`src/rtl/mfcc_melbank_pkg.sv`:
```
// Shared constants and FSM encoding for the mel filterbank reader.
package mfcc_melbank_pkg;
  localparam int         NBIN     = 256;
  localparam logic [8:0] IDX_BASE = 9'd256;
  localparam logic [7:0] IDX_NONE = 8'hFF;

  typedef enum logic [2:0] {
    ST_IDLE,
    ST_RD_W,
    ST_RD_I,
    ST_ACC,
    ST_FLUSH
  } state_t;
endpackage

```
`src/rtl/mfcc_melbank_acc.sv`:
```
// Falling/rising accumulator pair with bin MAC; MELBANK_SAT_EN selects saturating adds.
module mfcc_melbank_acc #(
  parameter int PWR_W = 32,
  parameter int ACC_W = 48
) (
  input  logic             clk,
  input  logic             rst_n,
  input  logic             clr,
  input  logic             en,
  input  logic             shift,
  input  logic             add_a,
  input  logic             add_b,
  input  logic [PWR_W-1:0] pwr,
  input  logic [7:0]       w,
  output logic [ACC_W-1:0] acc_a,
  output logic [ACC_W-1:0] acc_b
);
  localparam int PROD_W = PWR_W + 9;
  localparam int SUM_W  = ((ACC_W > PROD_W) ? ACC_W : PROD_W) + 1;

  logic [PROD_W-1:0] prod_rise, prod_fall;
  logic [ACC_W-1:0]  base_a, base_b;

  function automatic logic [ACC_W-1:0] acc_add(input logic [ACC_W-1:0] a,
                                               input logic [PROD_W-1:0] p);
    logic [SUM_W-1:0] s;
    s = SUM_W'(a) + SUM_W'(p);
`ifdef MELBANK_SAT_EN
    if (s > SUM_W'({ACC_W{1'b1}})) return '1;
    return s[ACC_W-1:0];
`else
    return s[ACC_W-1:0];
`endif
  endfunction

  always_comb begin
    prod_rise = PROD_W'(pwr) * PROD_W'(w);
    prod_fall = PROD_W'(pwr) * PROD_W'(9'd256 - {1'b0, w});
    // On a filter step the rising accumulator becomes the falling one
    base_a    = shift ? acc_b : acc_a;
    base_b    = shift ? '0 : acc_b;
  end

  always_ff @(posedge clk or negedge rst_n) begin
    if (!rst_n) begin
      acc_a <= '0;
      acc_b <= '0;
    end else if (clr) begin
      acc_a <= '0;
      acc_b <= '0;
    end else if (en) begin
      acc_a <= add_a ? acc_add(base_a, prod_fall) : base_a;
      acc_b <= add_b ? acc_add(base_b, prod_rise) : base_b;
    end
  end
endmodule

```
`src/rtl/mfcc_melbank_reader.sv`:
```
// Mel filterbank engine: per bin reads weight then filter index from ROM, emits one energy per filter.
// Build option MELBANK_SAT_EN makes the accumulators saturate instead of wrap.
module mfcc_melbank_reader #(
  parameter int NBIN  = 256,
  parameter int NFILT = 26,
  parameter int PWR_W = 32,
  parameter int ACC_W = 48
) (
  input  logic             clk,
  input  logic             rst_n,
  input  logic             in_valid,
  output logic             in_ready,
  input  logic [PWR_W-1:0] in_data,
  input  logic             in_last,
  output logic [8:0]       rom_addr,
  input  logic [7:0]       rom_data,
  output logic             out_valid,
  input  logic             out_ready,
  output logic [ACC_W-1:0] out_data,
  output logic [4:0]       out_idx,
  output logic             out_last,
  output logic             err
);
  import mfcc_melbank_pkg::*;

  state_t           state;
  logic [7:0]       k, cur;
  logic [5:0]       ecnt;
  logic [PWR_W-1:0] pwr_p0;
  logic             last_p0;
  logic [7:0]       w_p1;

  logic [7:0]       idx;
  logic [8:0]       cur9, ecnt9;
  logic             is_none, hit, step, take, bad, need_emit, stall;
  logic             frame_end, frame_bad, add_a, add_b, acc_en, acc_clr;
  logic [ACC_W-1:0] acc_a, acc_b, fl_data;

  always_comb begin
    idx       = rom_data;
    cur9      = {1'b0, cur};
    ecnt9     = 9'(ecnt);
    is_none   = (idx == IDX_NONE);
    hit       = !is_none && (idx == cur);
    step      = !is_none && ({1'b0, idx} == cur9 + 9'd1);
    take      = hit || step;
    bad       = !is_none && !take;
    // Stepping past filter cur-1 emits it, unless it is -1 or beyond the bank
    need_emit = step && (cur != 8'd0) && (cur9 <= 9'(NFILT));
    stall     = need_emit && out_valid;
    frame_end = last_p0 || (k == 8'(NBIN-1));
    frame_bad = last_p0 != (k == 8'(NBIN-1));
    add_a     = (idx != 8'd0);
    add_b     = ({1'b0, idx} < 9'(NFILT));
    acc_en    = (state == ST_ACC) && take && !stall;
    acc_clr   = (state == ST_FLUSH) && !out_valid && (ecnt == 6'(NFILT));
    if (ecnt9 + 9'd1 == cur9)  fl_data = acc_a;
    else if (ecnt9 == cur9)    fl_data = acc_b;
    else                       fl_data = '0;
  end

  mfcc_melbank_acc #(
    .PWR_W (PWR_W),
    .ACC_W (ACC_W)
  ) u_acc (
    .clk   (clk),
    .rst_n (rst_n),
    .clr   (acc_clr),
    .en    (acc_en),
    .shift (step),
    .add_a (add_a),
    .add_b (add_b),
    .pwr   (pwr_p0),
    .w     (w_p1),
    .acc_a (acc_a),
    .acc_b (acc_b)
  );

  always_ff @(posedge clk or negedge rst_n) begin
    if (!rst_n) begin
      state     <= ST_IDLE;
      in_ready  <= 1'b0;
      rom_addr  <= '0;
      out_valid <= 1'b0;
      out_data  <= '0;
      out_idx   <= '0;
      out_last  <= 1'b0;
      err       <= 1'b0;
      k         <= '0;
      cur       <= '0;
      ecnt      <= '0;
      pwr_p0    <= '0;
      last_p0   <= 1'b0;
      w_p1      <= '0;
    end else begin
      err <= 1'b0;
      if (out_valid && out_ready) out_valid <= 1'b0;
      case (state)
        // p0: accept the bin while the weight address is presented
        ST_IDLE: begin
          rom_addr <= {1'b0, k};
          in_ready <= 1'b1;
          if (in_valid && in_ready) begin
            pwr_p0   <= in_data;
            last_p0  <= in_last;
            in_ready <= 1'b0;
            state    <= ST_RD_W;
          end
        end
        ST_RD_W: begin
          rom_addr <= IDX_BASE + {1'b0, k};
          state    <= ST_RD_I;
        end
        // p1: weight arrives one cycle after its address
        ST_RD_I: begin
          w_p1  <= rom_data;
          state <= ST_ACC;
        end
        // p2: index arrives; rom_addr is held so it stays valid while stalled
        ST_ACC: begin
          if (!stall) begin
            if (bad || frame_bad) err <= 1'b1;
            if (step) cur <= idx;
            if (need_emit) begin
              out_valid <= 1'b1;
              out_data  <= acc_a;
              out_idx   <= ecnt[4:0];
              out_last  <= (ecnt == 6'(NFILT-1));
              ecnt      <= ecnt + 6'd1;
            end
            if (frame_end) begin
              k     <= '0;
              state <= ST_FLUSH;
            end else begin
              k        <= k + 8'd1;
              in_ready <= 1'b1;
              state    <= ST_IDLE;
            end
          end
        end
        ST_FLUSH: begin
          if (!out_valid) begin
            if (ecnt == 6'(NFILT)) begin
              cur      <= '0;
              ecnt     <= '0;
              in_ready <= 1'b1;
              state    <= ST_IDLE;
            end else begin
              out_valid <= 1'b1;
              out_data  <= fl_data;
              out_idx   <= ecnt[4:0];
              out_last  <= (ecnt == 6'(NFILT-1));
              ecnt      <= ecnt + 6'd1;
            end
          end
        end
        default: state <= ST_IDLE;
      endcase
    end
  end
endmodule

```
`config.mk`:
```
export PLATFORM = sky130hd
export DESIGN_NAME = mfcc_melbank_reader
export DESIGN_NICKNAME = d
export VERILOG_FILES = /design/src/rtl/mfcc_melbank_pkg.sv /design/src/rtl/mfcc_melbank_acc.sv /design/src/rtl/mfcc_melbank_reader.sv
export SDC_FILE = /design/constraint.sdc
export NUM_CORES = 2
export LEC_CHECK = 0
export ABC_CLOCK_PERIOD_IN_PS = 30000
export CAP_MARGIN = 20
export CORE_MARGIN = 2
export CORE_UTILIZATION = 50
export CTS_BUF_LIST = sky130_fd_sc_hd__clkbuf_2 sky130_fd_sc_hd__clkbuf_4 sky130_fd_sc_hd__clkbuf_8
export CTS_CLUSTER_SIZE = 30
export DETAILED_ROUTE_END_ITERATION = 8
export GPL_TIMING_DRIVEN = 0
export HOLD_SLACK_MARGIN = 0.15
export PLACE_DENSITY_LB_ADDON = 0.12
export SLEW_MARGIN = 20
export SYNTH_ARGS = -nofsm -noshare
export SYNTH_HDL_FRONTEND = slang
export SYNTH_SLANG_ARGS = --single-unit
```
`constraint.sdc`:
```
create_clock -name clk -period 30 [get_ports clk]
set_clock_uncertainty 0.1 [all_clocks]
set_input_delay 4.5 -clock clk [delete_from_list [all_inputs] [get_ports clk]]
set_output_delay 4.5 -clock clk [all_outputs]
set_load 0.02 [all_outputs]
```
### Word level (Yosys, flattened, before mapping)

Index checks and enable logic that the tools add are counted.

| storage, ports and cells | value |
|---|---|
| input port bits | 45 |
| output and inout bits | 66 |
| word-level logic and storage cells | 141 |
| register bits after elaboration | 228 |

| cells by class | value |
|---|---|
| eq/ne operators | 21 |
| bitwise logic cells | 1 |
| reductions and logical operators | 33 |
| add/sub/neg operators | 8 |
| mux-type cells | 58 |
| order comparisons | 2 |
| multiply operators | 2 |

Operators with widths:

| kind | count |
|---|---|
| $mux 48 | 14 |
| $pmux 48 s2 | 1 |
| $add 48x40->48 | 1 |
| $add 48x41->48 | 1 |
| $mul 32x41->41 | 1 |
| $mul 32x8->40 | 1 |
| $mux 8 | 5 |
| $mux 6 | 4 |
| $mux 5 | 4 |
| $pmux 9 s2 | 1 |
| $mux 1 | 17 |
| $eq 8x8->1 const B | 2 |
| $pmux 8 s2 | 1 |
| $reduce_bool 8->1 | 2 |
| $mux 3 | 5 |
| $pmux 3 s5 | 1 |
| $reduce_and 5->1 | 3 |
| $eq 6x5->1 const B | 2 |
| $logic_and 1x1->1 | 12 |
| $ne 2x2->1 const B | 6 |
| $pmux 6 s2 | 1 |
| $pmux 5 s2 | 1 |
| $sub 9x8->10 const A | 1 |
| $add 8x1->9 const B | 1 |
| other kinds (25) | 37 |

### Longest topological paths before layout

| logic depth | value |
|---|---|
| word-level depth | 10 |
| mapped depth | 43 |
| mapped depth without buffers | 41 |

### Modules after synthesis

Synthesis repeated with hierarchy kept, for this count alone.

| unflattened totals | value |
|---|---|
| cells, all modules | 3,610 |
| area total of the unflattened synthesis | 32,304.7 µm² |

By module, submodules not included:

| module | area an instance (µm²) | seq. area each (µm²) | cells an instance | times used |
|---|---|---|---|---|
| mfcc_melbank_acc | 25,893.6 | 2,402.3 | 3,012 | 1 |
| mfcc_melbank_reader | 6,411.1 | 3,303.2 | 598 | 1 |

### Least setup slack after synthesis

Ideal clock, no wire load.

| timing path | value |
|---|---|
| kind | input to register |
| start | input rom_data[5] |
| end | register u_acc.acc_b[42] |
| path buffers | 5 |
| data required time | 29,779 ps |
| path slack | 18,698 ps |
| library setup time | 121 ps |
| cell stages on the path | 27 |
| arrival time | 11,081 ps |
| cell sequence | xnor2_1 -> or3_4 -> a2111oi_4 -> nand2_2 -> or3_1 -> buf_2 -> buf_6 -> buf_6 -> buf_2 -> clkbuf_1 -> nand2_1 -> fa_1 -> fa_1 -> fa_1 -> fa_1 -> inv_1 -> ha_1 -> o21ai_0 -> o211ai_1 -> nand4_1 -> a2111oi_0 -> o21ai_0 -> o21a_1 -> o21ai_1 -> a41o_1 -> o21ai_0 -> a22o_1 |

| between the ends | value |
|---|---|
| longest elaborated chain between the ends | 9 |
| elaborated cells between the ends (all ways) | 20 |
| classes of those cells | add/sub (1); order compare (1); eq/ne (3); mux (4); reduce/logical (11) |

RTL lines:

| what | RTL line | text |
|---|---|---|
| start: declaration | mfcc_melbank_reader.sv:16 | `input logic [7:0] rom_data,` |
| branches (longest 9 deep; another with $add 48x40->48) | -- |  |
| end signal: assignment | mfcc_melbank_acc.sv:53 | `acc_b <= add_b ? acc_add(base_b, prod_rise) : base_b;` |
| end: declaration | mfcc_melbank_acc.sv:16 | `output logic [ACC_W-1:0] acc_b` |

Parallel ways; which one is timed is not known. The select of a mux whose other input is x is not followed.
A chain may end at the register's enable or synchronous reset.

### Worst setup path in the final report

| timing path | value |
|---|---|
| start | input rom_data[2] |
| end | register u_acc.acc_b[42] |

The elaborated chain is that of the path after synthesis.

==> flow_summary.toml <==
[min_path]
worstHoldStart = "out_data[15]"
hold_path.class = "flop to flop"

[clocking]
ctsResizeCount = 0
cts.sinks = 228
post_cts_buffers = 0
cts.clk_slew.worst_paths_ns = 0.06
clock_latency_ns = 0.65
clockRootBuffer = "clkbuf_8"
hold_buffers = 0
cts-buffers-inserted = 44
cts_max_path_buffers = 3
htreeDepth = 2
cts_tree = "yes"

[placed_design]
place_ws_ns = 16.04
dp_hpwl_um = 84300
io_buffers = 108
place_area_sq_um = 35900
finalWeightedCongestion = 0.929

[synthesis]
synth_nets = 4702
yosys-top-cells-count = "622 x nand2_1, 535 x inv_1, 425 x fa_1, 355 x ha_1, 291 x and2_1"
yosysWarnings = 0
avgSynthCellArea_sq_um = 8.66
yosys_register_bits = 228
synth_top_area_frac = 0.253
yosys-top-cells-area = "fa_1 25%, dfrtp_1 17%, ha_1 13%, nand2_1 7.0%, inv_1 6.0%"
synthFlopType = "dfrtp_1"
synth_most_common_cell = "nand2_1"
synth.largest_area_cell = "fa_1"
syn_inst = 3877
ys_seq_area_frac = 0.170
ys_types = 84
syn-cell-area_sq_um = 33600
synth_edf_count = 0
synthArstFlopShare = 1.00

[timing]
min_period_over_period = 0.452
maxSlewHeadroom = 0.229
worstMarginPinSlew_ns = 1.16
setup_tns_ns = 0
layout_setup_ws_ns = 16.43
max_freq_mhz = 73.7
final-hold-violation-count = 0
finalSetupViolCount = 0
drv_slew = 0
rsz0062_at_grt = "false"
final.min_clock_period_ns = 13.57

[global_routing]
grtUsageTotal = 0.299
grt_pass1_vias = 27600
overflow = 0
antenna_found_initial = 7
grt_pass1_wl_um = 159000
grt_start_max_net_pins = 85

[setup_path]
crit_path_frequent_cell = "fa_1"
cp-startpoint = "rom_data[2]"
worst_path_max_delay_cell = "a2111oi_1"
r2r-start = "w_p1[6]"
cp-end-kind = "flop"
cp-start-kind = "input pin"
crit_arrival_ns = 13.97
required_ns = 30.40
cp_max_fo = 10
max_stage_delay_ns = 0.81
crit_type = "input pin to flop"

[cells_and_area]
fin_area_sq_um = 36800
regArea_sq_um = 5710
final_util = 0.551
areaGrowthSynthToFinish_pct = 9.64
fill_cells = 6375
nNetsFinal = 4863
drive_gt1_frac = 0.0467
multiInputGateArea_sq_um = 25100

[routing]
firstDrtPassIters = 5
dr_total_vias = 28000
drc = 0
wl_per_cell_um = 20.7
antenna_left = 0
totalWireLength_um = 102000
vias_per_cell = 5.66
first_iter_violations = 2205

[floorplanning]
coreArea_sq_um = 66800
die_x_um = 263
die_h_um = 263
rows = 95
initial_core_util = 0.503
dieArea_sq_um = 69300
io_pins = 111

[status]
status = "completed"

[job]
drv_cap = 0
-- stage by stage --
stage | hold WS, ns | std cells
final | 0.375 | 4946
after global routing | 0.413 | 4945
after CTS | 0.383 | 4943
after detailed placement | 0.371 | 4865
after global placement | 0.363 | 4858
after floorplan | 0.362 | 3877
-- logic make-up (layout without fill, tap and decap cells) --
| group | Yosys count | in the layout | share of synthesized area |
|---|---|---|---|
| AO/OA/AOI/OAI | 638 | 638 | 0.118 |
| XOR/XNOR | 137 | 137 | 0.0357 |
| adder cells (fa/ha/maj) | 780 | 780 | 0.386 |
| buffers and inverters | 731 | 924 | 0.0830 |
| flip-flops | 228 | 228 | 0.170 |
| multiplexers | 62 | 62 | 0.0210 |
| other | 0 | 3 | 0 |
| AND/OR/NAND/NOR | 1301 | 1301 | 0.187 |
-- critical path: cells and delay by family --
| family | cells | cell delay, ns |
|---|---|---|
| AOI/OAI and AO/OA | 9 | 3.09 |
| adders and majority gates | 5 | 2.28 |
| and+or+nand+nor | 6 | 1.42 |
| buffers and inverters | 7 | 2.62 |
-- final timing paths --
kind	slack, ns	depth (start not counted)	endpoint
worst max register to register	17.41	38	u_acc.acc_a[42]
min in group asynchronous	3.74	1	out_data[2]
worst min-delay path	0.37	2	out_data[15]
max in group asynchronous	24.83	3	out_data[40]
worst max-delay path	16.43	27	u_acc.acc_b[42]
worst min register to register	0.37	2	out_data[15]
-- area by class of cell --
type | count | share of cell area
buffer | 196 | 0.0212
inverter | 535 | 0.0545
tap | 873 | 0.0297
clock buffer | 73 | 0.0244
sequential | 228 | 0.155
antenna | 3 | 0.000204
clock inverter | 5 | 0.00116
timing repair buffer | 115 | 0.0318
multi-input combinational | 2918 | 0.682
-- sequential cells by signal, indices dropped and copies added, names as in the netlist, 3 cells and up --
register and count:
w_p1 8, ecnt 6, pwr_p0 32, state 3
u_acc.acc_b 48, out_idx 5, u_acc.acc_a 48, cur 8
out_data 48, k 8, rom_addr 9
-- routing by layer --
metal / GRT usage / up-vias / share of wire
met1: 0.412 / 14000 / 0.43
met3: 0.0582 / 141 / 0.077
met2: 0.473 / 936 / 0.46
li1: - / 12900 / -
met5: 0 / - / 0.00013
met4: 0.100 / 2 / 0.032
-- placed cells by master (no fill, tap or decap), types with 97 or more instances in the layout --
master	instances
a21oi_1	117
and2_1	291
clkbuf_1	168
clkdlybuf4s50_1	107
dfrtp_1	228
fa_1	425
ha_1	355
inv_1	535
nand2_1	622
nor2_1	97
o21ai_0	229
Power is not shown: default switching activity piles up to over one toggle a cycle in this logic, so the estimate is an artifact.
